--- config.mk ---
export PLATFORM = sky130hd
export DESIGN_NAME = wb_stage_flat
export DESIGN_NICKNAME = d
export VERILOG_FILES = /design/src/rtl/wb_stage_if.sv /design/src/rtl/wb_stage.sv /design/src/flat_wrapper.sv
export SDC_FILE = /design/constraint.sdc
export NUM_CORES = 1
export LEC_CHECK = 0
export CAP_MARGIN = 20
export CORE_MARGIN = 8
export CORE_UTILIZATION = 45
export CTS_CLUSTER_SIZE = 16
export DETAILED_ROUTE_END_ITERATION = 12
export SKIP_CTS_REPAIR_TIMING = 1
export SLEW_MARGIN = 10
export SYNTH_ARGS = -nofsm -noshare
export SYNTH_HDL_FRONTEND = slang
export SYNTH_SLANG_ARGS = --single-unit
--- constraint.sdc ---
create_clock -name clk -period 3.1 [get_ports clk]
set_input_delay 0.62 -clock clk [delete_from_list [all_inputs] [get_ports clk]]
set_output_delay 0.62 -clock clk [all_outputs]
set_load 0.02 [all_outputs]
--- src/rtl/wb_stage_if.sv ---
// Bundle of the writeback stage's datapath signals: memory-stage result in,
// decode read ports, EX forwarding tap and retired-instruction counter out.
interface wb_stage_if #(
    parameter int unsigned XLEN = 32
);
    // Memory stage -> writeback
    logic [3:0]      rd_in;
    logic [XLEN-1:0] alu_in;
    logic [XLEN-1:0] mem_data_in;
    logic            is_load_in;
    logic [2:0]      ld_type_in;
    logic            valid_in;

    // Decode read ports
    logic [3:0]      rs1_addr;
    logic [3:0]      rs2_addr;
    logic [XLEN-1:0] rs1_data;
    logic [XLEN-1:0] rs2_data;

    // EX forwarding tap
    logic            fwd_valid;
    logic [3:0]      fwd_rd;
    logic [XLEN-1:0] fwd_data;

    // Retired-instruction counter
    logic [31:0]     retire_count;

    // Environment side: drives the memory-stage result and read addresses
    modport master (
        output rd_in, alu_in, mem_data_in, is_load_in, ld_type_in, valid_in,
        output rs1_addr, rs2_addr,
        input  rs1_data, rs2_data,
        input  fwd_valid, fwd_rd, fwd_data,
        input  retire_count
    );

    // Writeback stage side
    modport slave (
        input  rd_in, alu_in, mem_data_in, is_load_in, ld_type_in, valid_in,
        input  rs1_addr, rs2_addr,
        output rs1_data, rs2_data,
        output fwd_valid, fwd_rd, fwd_data,
        output retire_count
    );
endinterface

--- src/rtl/wb_stage.sv ---
// Writeback stage: MEM/WB pipeline register, load extraction/extension,
// 16 x XLEN register file with write-through bypass on the read ports,
// forwarding tap and retired-instruction counter.
module wb_stage #(
    parameter int unsigned NUM_REGS = 16,
    parameter int unsigned XLEN     = 32
) (
    input logic         clk,
    input logic         rst,
    wb_stage_if.slave   bus
);

    logic            r_wb_valid_q;
    logic [3:0]      r_wb_rd_q;
    logic [XLEN-1:0] r_wb_data_q;
    logic [XLEN-1:0] r_regs [NUM_REGS];
    logic [31:0]     r_retire_count;

    logic [7:0]      w_byte;
    logic [15:0]     w_half;
    logic [XLEN-1:0] w_load_data;
    logic [XLEN-1:0] w_result;
    logic            w_commit;
    logic            w_bypass1;
    logic            w_bypass2;

    // Load data: pick the addressed byte/half and sign- or zero-extend it
    always_comb begin
        w_byte      = '0;
        w_half      = '0;
        w_load_data = '0;
        case (bus.alu_in[1:0])
            2'd0:    w_byte = bus.mem_data_in[7:0];
            2'd1:    w_byte = bus.mem_data_in[15:8];
            2'd2:    w_byte = bus.mem_data_in[23:16];
            default: w_byte = bus.mem_data_in[31:24];
        endcase
        w_half = bus.alu_in[1] ? bus.mem_data_in[31:16] : bus.mem_data_in[15:0];
        case (bus.ld_type_in[1:0])
            2'b00: begin
                if (bus.ld_type_in[2])
                    w_load_data = {{(XLEN-8){1'b0}}, w_byte};
                else
                    w_load_data = {{(XLEN-8){w_byte[7]}}, w_byte};
            end
            2'b01: begin
                if (bus.ld_type_in[2])
                    w_load_data = {{(XLEN-16){1'b0}}, w_half};
                else
                    w_load_data = {{(XLEN-16){w_half[15]}}, w_half};
            end
            // Word and the reserved size both pass the full word through
            default: w_load_data = bus.mem_data_in;
        endcase
        w_result = bus.is_load_in ? w_load_data : bus.alu_in;
    end

    // MEM/WB pipeline register, loaded every cycle (no stall)
    always_ff @(posedge clk) begin
        if (rst) begin
            r_wb_valid_q <= 1'b0;
            r_wb_rd_q    <= '0;
            r_wb_data_q  <= '0;
        end else begin
            r_wb_valid_q <= bus.valid_in;
            r_wb_rd_q    <= bus.rd_in;
            r_wb_data_q  <= w_result;
        end
    end

    assign w_commit = r_wb_valid_q && (r_wb_rd_q != 4'd0);

    // Register file commit; r0 is never written
    always_ff @(posedge clk) begin
        if (rst) begin
            for (int unsigned i = 0; i < NUM_REGS; i++) begin
                r_regs[i] <= '0;
            end
        end else if (w_commit) begin
            r_regs[r_wb_rd_q] <= r_wb_data_q;
        end
    end

    // Retired-instruction counter, counts rd = 0 retirements too, wraps
    always_ff @(posedge clk) begin
        if (rst) begin
            r_retire_count <= '0;
        end else if (r_wb_valid_q) begin
            r_retire_count <= r_retire_count + 32'd1;
        end
    end

    assign w_bypass1 = w_commit && (bus.rs1_addr == r_wb_rd_q);
    assign w_bypass2 = w_commit && (bus.rs2_addr == r_wb_rd_q);

    // Combinational read ports with write-through bypass; r0 reads as zero
    always_comb begin
        bus.rs1_data = '0;
        bus.rs2_data = '0;
        if (bus.rs1_addr != 4'd0)
            bus.rs1_data = w_bypass1 ? r_wb_data_q : r_regs[bus.rs1_addr];
        if (bus.rs2_addr != 4'd0)
            bus.rs2_data = w_bypass2 ? r_wb_data_q : r_regs[bus.rs2_addr];
    end

    assign bus.fwd_valid    = w_commit;
    assign bus.fwd_rd       = r_wb_rd_q;
    assign bus.fwd_data     = r_wb_data_q;
    assign bus.retire_count = r_retire_count;

endmodule

--- src/flat_wrapper.sv ---
// flat-port wrapper written by rule: the top's interface ports become plain ports
module wb_stage_flat 
#(
    parameter int unsigned NUM_REGS = 16,
    parameter int unsigned XLEN     = 32
)
  (clk, rst, bus_rd_in, bus_alu_in, bus_mem_data_in, bus_is_load_in, bus_ld_type_in, bus_valid_in, bus_rs1_addr, bus_rs2_addr, bus_rs1_data, bus_rs2_data, bus_fwd_valid, bus_fwd_rd, bus_fwd_data, bus_retire_count);
  wb_stage_if #(.XLEN(XLEN)) bus_i ();
  input logic clk;
  input logic rst;
  input wire logic [$bits(bus_i.rd_in)-1:0] bus_rd_in;
  input wire logic [$bits(bus_i.alu_in)-1:0] bus_alu_in;
  input wire logic [$bits(bus_i.mem_data_in)-1:0] bus_mem_data_in;
  input wire logic [$bits(bus_i.is_load_in)-1:0] bus_is_load_in;
  input wire logic [$bits(bus_i.ld_type_in)-1:0] bus_ld_type_in;
  input wire logic [$bits(bus_i.valid_in)-1:0] bus_valid_in;
  input wire logic [$bits(bus_i.rs1_addr)-1:0] bus_rs1_addr;
  input wire logic [$bits(bus_i.rs2_addr)-1:0] bus_rs2_addr;
  output wire logic [$bits(bus_i.rs1_data)-1:0] bus_rs1_data;
  output wire logic [$bits(bus_i.rs2_data)-1:0] bus_rs2_data;
  output wire logic [$bits(bus_i.fwd_valid)-1:0] bus_fwd_valid;
  output wire logic [$bits(bus_i.fwd_rd)-1:0] bus_fwd_rd;
  output wire logic [$bits(bus_i.fwd_data)-1:0] bus_fwd_data;
  output wire logic [$bits(bus_i.retire_count)-1:0] bus_retire_count;
  assign bus_i.rd_in = bus_rd_in;
  assign bus_i.alu_in = bus_alu_in;
  assign bus_i.mem_data_in = bus_mem_data_in;
  assign bus_i.is_load_in = bus_is_load_in;
  assign bus_i.ld_type_in = bus_ld_type_in;
  assign bus_i.valid_in = bus_valid_in;
  assign bus_i.rs1_addr = bus_rs1_addr;
  assign bus_i.rs2_addr = bus_rs2_addr;
  assign bus_rs1_data = bus_i.rs1_data;
  assign bus_rs2_data = bus_i.rs2_data;
  assign bus_fwd_valid = bus_i.fwd_valid;
  assign bus_fwd_rd = bus_i.fwd_rd;
  assign bus_fwd_data = bus_i.fwd_data;
  assign bus_retire_count = bus_i.retire_count;
  wb_stage #(.NUM_REGS(NUM_REGS), .XLEN(XLEN)) u_core (.clk(clk), .rst(rst), .bus(bus_i));
endmodule
# Word level (Yosys, flattened, before mapping)
# Memory sizes are Yosys's and may differ from the RTL's.
# Cells that the tools add are included.
[classes] add_sub_neg=1 n_eq_ne=5 n_mux=18 reduce_logical=9
[op_table] op="32-bit 2-to-1 mux" n=8
[op_table] op="32-bit one-hot mux with 2 select lines" n=1
[op_table] op="32-bit by 1-bit adder with 32-bit output, second input constant" n=1
[op_table] op="32-bit OR reduction" n=1
[op_table] op="8-bit one-hot mux with 3 select lines" n=1
[op_table] op="16-bit 2-to-1 mux" n=1
[op_table] op="4-bit nonzero test" n=3
[op_table] op="4-bit equality test" n=2
[op_table] op="1-bit 2-to-1 mux" n=6
[op_table] op="2-bit by 1-bit equality test with 1-bit output, second input constant" n=2
[op_table] op="2-bit logical NOT" n=2
[op_table] op="4-bit 2-to-1 mux" n=1
[op_table] op="1-bit logical AND" n=3
[op_table] op="2-bit equality test, second input constant" n=1
[totals] regBits=69 ramBits=512 in_bits=83 output_inout_bits=133 wordCells=38 mem_count=1
[mem_list] memory="u_core.r_regs" words=16 width=32 read_ports=2 rd_ports_with_merged_regs=0 wr=16 line_no="wb_stage.sv:16" text="logic [XLEN-1:0] r_regs [NUM_REGS];"

# Depth between registers and ports, before layout
[depth] word_depth=7 depth_mapped=8 depth_no_buf=6

# Least setup slack after synthesis
# No wires, ideal clock.
[synth_timing] path_kind="input-to-output" from="in bus_rs1_addr[1]" to="out bus_rs1_data[24]" arrival_time_ns=2.114 t_required_ns=2.480 slack_ns=0.366 cell_stages=6 n_path_buf=2 path_cell_list="buf_6 > buf_2 > mux4_2 > a211oi_1 > a21oi_1 > a22o_1"
[synth_via] elab_chain_cells=4 word_cells_on_any_way=6 classes_between="eq/ne (1); mux (2); reduce/logical (2); memory (1)"
[synth_lines] item="start: declaration" line_no="flat_wrapper.sv:17" text="input wire logic [$bits(bus_i.rs1_addr)-1:0] bus_rs1_addr;"
[synth_lines] item="branches (longest 3 deep; another with memory read 16 x 32 bit)"
[synth_lines] item="32-bit 2-to-1 mux *" line_no="wb_stage.sv:100" text="if (bus.rs1_addr != 4'd0)"
[synth_lines] item="end: declaration" line_no="flat_wrapper.sv:19" text="output wire logic [$bits(bus_i.rs1_data)-1:0] bus_rs1_data;"
# Mark *: on every way between the ends.

# Final worst setup path
[layout_timing] from="reg u_core.r_wb_rd_q[1] (netlist: u_core.bus.fwd_rd[1])" to="out bus_rs2_data[31]"
[layout_via] elab_chain_cells=5 word_cells_on_any_way=6 classes_between="eq/ne (1); mux (2); reduce/logical (3)"
[layout_lines] item="start: declaration" line_no="wb_stage.sv:14" text="logic [3:0] r_wb_rd_q;"
[layout_lines] item="start signal: assignment" line_no="wb_stage.sv:66" text="r_wb_rd_q <= bus.rd_in;"
[layout_lines] item="4-bit nonzero test" line_no="wb_stage.sv:71" text="assign w_commit = r_wb_valid_q && (r_wb_rd_q != 4'd0);"
[layout_lines] item="1-bit logical AND" line_no="wb_stage.sv:71"
[layout_lines] item="1-bit logical AND *" line_no="wb_stage.sv:94" text="assign w_bypass2 = w_commit && (bus.rs2_addr == r_wb_rd_q);"
[layout_lines] item="32-bit 2-to-1 mux *" line_no="wb_stage.sv:103" text="bus.rs2_data = w_bypass2 ? r_wb_data_q : r_regs[bus.rs2_addr];"
[layout_lines] item="32-bit 2-to-1 mux *" line_no="wb_stage.sv:102" text="if (bus.rs2_addr != 4'd0)"
[layout_lines] item="end: declaration" line_no="flat_wrapper.sv:20" text="output wire logic [$bits(bus_i.rs2_data)-1:0] bus_rs2_data;"
# Mark *: on every way between the ends. The rest lies on a longest branch, timed or not.

==> metrics.log <==
INFO  metric power_density = 503 mW/mm2
INFO  metric grt_first_pass_wirelength = 154000 um
INFO  metric regToRegStartpoint = u_core.r_wb_valid_q$_SDFF_PP0_
INFO  metric avgSynthCellArea = 14.3 um2
INFO  metric synth_top_area_cell = edfxtp_1
INFO  metric placement.io_buffers = 215
INFO  metric grt_usage = 27.2%
INFO  metric final.min_clock_period = 3.17 ns
INFO  metric netlist-cell-type-count = 48
INFO  metric initial_core_util = 45.4%
INFO  metric failing_checks = setup timing
INFO  metric die_w = 279 um
INFO  metric maximum_clock_path_buffer_count = 3
INFO  metric power.clock.fraction = 39.7%
INFO  metric first_iter_violations = 2552
INFO  metric tritoncts.num_buffers = 68
INFO  metric fp.coreArea = 0.0685 mm2
INFO  metric htree_num_levels = 3
INFO  metric fin_nets = 2633
INFO  metric power_switching = 4.99 mW
INFO  metric skew = 0.0235 ns
INFO  metric num_rows = 96
INFO  metric number_of_global_route_vias_before_repair = 22140
INFO  metric place_congestion = 0.842
INFO  metric synthesis.yosys.warnings = 0
INFO  metric postLayoutCoreUtil = 56.9%
INFO  metric layout-drive-gt1-share = 31.6%
INFO  metric antenna_left = 0
INFO  metric dp.cells = 3312
INFO  metric slew_headroom = 42.7%
INFO  metric synth_ff_type = edfxtp_1
INFO  metric seq_area_frac_synth = 53.9%
INFO  metric count_of_flip_flops_with_a_built_in_enable_after_synthesis = 512
INFO  metric post_layout_nonfiller_instances = 3483
INFO  metric max_cap_violations = 0
INFO  metric vias = 21630
INFO  metric status = finished, violations left
INFO  metric antenna_violations_before_repair = 4
INFO  metric synth-async-reset-ratio = 0%
INFO  metric via_per_inst = 6.21
INFO  metric yosys_register_bits = 581
INFO  metric most-common-layout-cells = edfxtp_1 (512), and2_1 (482), mux4_2 (257), buf_4 (194), clkdlybuf4s50_1 (142)
INFO  metric r2r_end = u_core.r_regs[9][24]$_SDFFCE_PN0P_
INFO  metric tritoncts_num_sinks = 581
INFO  metric grt_setup_unrepaired = yes
INFO  metric worst-endpoint-arrival = 2.55 ns
INFO  metric placedInstanceArea = 0.0358 mm2
INFO  metric path_class = flop to output port
INFO  metric cell_count_of_the_worst_reg_to_reg_path = 6
INFO  metric timing.hold.worst.class = flop to flop
INFO  metric power_frac_seq = 45.9%
INFO  metric clk_latency = 0.61 ns
INFO  metric final-max-slew-violation-count = 0
INFO  metric yosys-top-cells-area = edfxtp_1 (49%), mux4_2 (19%), and2_1 (9.7%)
INFO  metric detailedPlacementHpwl = 67600 um
INFO  metric die_y = 279 um
INFO  metric path_clk_slew = 0.06 ns
INFO  metric worst_hold_slack = 0.498 ns
INFO  metric pin_count_of_the_biggest_net_entering_global_routing = 117
INFO  metric post_synth_instance_area = 0.0311 mm2
INFO  metric power.share.switching = 25.5%
INFO  metric cts_tree = done
INFO  metric design.portCount = 216
INFO  metric grt-ovfl-total = 0
INFO  metric timing.critical_path.fanout_max = 8
INFO  metric min_from = u_core.bus.retire_count[31]$_SDFFE_PP0P_
INFO  metric combinationalPowerShare = 14.4%
INFO  metric hold_critical_path_endpoint = u_core.bus.retire_count[31]$_SDFFE_PP0P_
INFO  metric r2r_slack = 0.69 ns
INFO  metric timing.final.hold_violations = 0
INFO  metric max_freq = 0.316 GHz
INFO  metric setup_ws = -0.0691 ns
INFO  metric layout-area-overhead-vs-synth = 25.2%
INFO  metric setup-violations-final = 34
INFO  metric share_of_the_clock_period_used_by_the_worst_path = 102%
INFO  metric clockRootBuffer = clkbuf_16
INFO  metric crit_path_end_kind = output port
INFO  metric synth.top_cell.area_share = 49.5%
INFO  metric routed_wire_length_per_instance = 31.8 um
INFO  metric drc = 0
INFO  metric die_footprint = 0.0778 mm2
INFO  metric cellInternalPower = 14.6 mW
INFO  metric tightest_slew = 0.858 ns
INFO  metric totalWireLength = 111000 um
INFO  metric total_leakage_power = 14.7 nW
INFO  metric timing.critical_path.required = 2.48 ns
INFO  metric drtPass1Iterations = 5
INFO  metric startpoint_type = flop
INFO  metric min_path_cells = 2
INFO  metric post_synth_inst_count = 2180
INFO  metric vdd_drop_max = 0.504 mV
INFO  metric layout_commonest_cell = edfxtp_1
INFO  metric design_area = 0.0389 mm2
INFO  metric fin_total_pwr = 19.6 mW
==> worst max-delay path by stage <==
| stage | cells past startpoint | startpoint | slack, ns | to |
|---|---|---|---|---|
| after CTS | 7 | u_core.bus.fwd_rd[0]$_SDFF_PP0_ | -0.84 | bus_rs1_data[22] |
| after global placement | 8 | bus_rs1_addr[1] | -0.55 | bus_rs1_data[25] |
| after floorplan | 6 | bus_rs1_addr[1] | 0.37 | bus_rs1_data[24] |
| after global routing | 10 | u_core.bus.fwd_rd[0]$_SDFF_PP0_ | -0.14 | bus_rs2_data[30] |
| after detailed placement | 8 | bus_rs1_addr[1] | -0.57 | bus_rs1_data[26] |
| final | 11 | u_core.bus.fwd_rd[1]$_SDFF_PP0_ | -0.07 | bus_rs2_data[31] |
==> cell type report <==
class                      instances  area, um2
fill                            5453      29500
tap                              882       1100
clock inverter                    32        270
timing repair buffer             482       5120
multi-input combinational       1409      13800
inverter                           7       26.3
sequential                       581      16800
antenna                            1       2.50
clock buffer                      89       1850
==> synth_stat cells, drive strengths merged (2+ instances only) <==
library cell and number:
nor4 3, and2 482, mux4 257, a22o 68, or3 4, nand4 15, nand2b 4, a21oi 70
or2 15, nor2 84, and4 4, and3 7, a211oi 86, clkbuf 129, nor3 13, o21ai 11
xnor2 13, edfxtp 512, nand3b 3, inv 7, a22oi 2, a32o 3, nand3 9, a2bb2oi 4
xor2 22, mux2i 70, buf 86, a221oi 6, dfxtp 69, nand2 36, a31oi 5, nor2b 71
==> worst max-delay path, cell delays in order (launching register included) <==
cell,delay (ns)
dfxtp_4,0.37
buf_6,0.13
buf_12,0.12
xnor2_2,0.12
nand4_1,0.16
nor2_4,0.18
buf_12,0.13
nor2_4,0.04
buf_6,0.14
clkbuf_16,0.17
a22o_4,0.24
buf_6,0.13
==> power by group through the flow <==
stage	clock (mW)	sequential [mW]	combinational (mW)
2_1_floorplan	0	9.05	1.41
3_3_place_gp	0	9.12	2.64
3_5_place_dp	0	9.13	2.64
4_1_cts	7.84	8.97	2.66
5_1_grt	8.15	9.00	2.94
6_report	7.78	8.98	2.82
==> state kept, by name (all words and copies together), names as in the netlist <==
register                 flops
u_core.r_wb_valid_q          1
u_core.bus.fwd_data         32
u_core.bus.fwd_rd            4
u_core.bus.retire_count     32
u_core.r_regs              512
==> per-stage QoR <==
stage,setup WS [ns],setup TNS [ns]
2_1_floorplan,0.366,0
3_3_place_gp,-0.551,-26.07
3_5_place_dp,-0.571,-25.77
4_1_cts,-0.844,-44.84
5_1_grt,-0.140,-4.24
6_report,-0.0691,-0.967
==> layer usage <==
metal	global-route usage, %	routed length (um)	vias to the layer above
met2	45.0	53300	1103
met3	5.62	9240	247
met1	35.4	44000	11228
met5	0	127	-
li1	-	-	9046
met4	9.81	4180	6
==> cells by family after synthesis <==
kind of cell / count (synthesis) / synth area share [%]
AOI/OAI and AO/OA: 261 / 6.66
xor gates and xnor gates: 35 / 0.986
adders and majority gates: 1 / 0.0402
buffers and inverters: 222 / 3.36
DFF: 581 / 53.9
muxes: 328 / 20.9
other: 1 / 0.0121
and+or+nand+nor: 751 / 14.1
No activity file was read; power rests on OpenSTA's default activity.
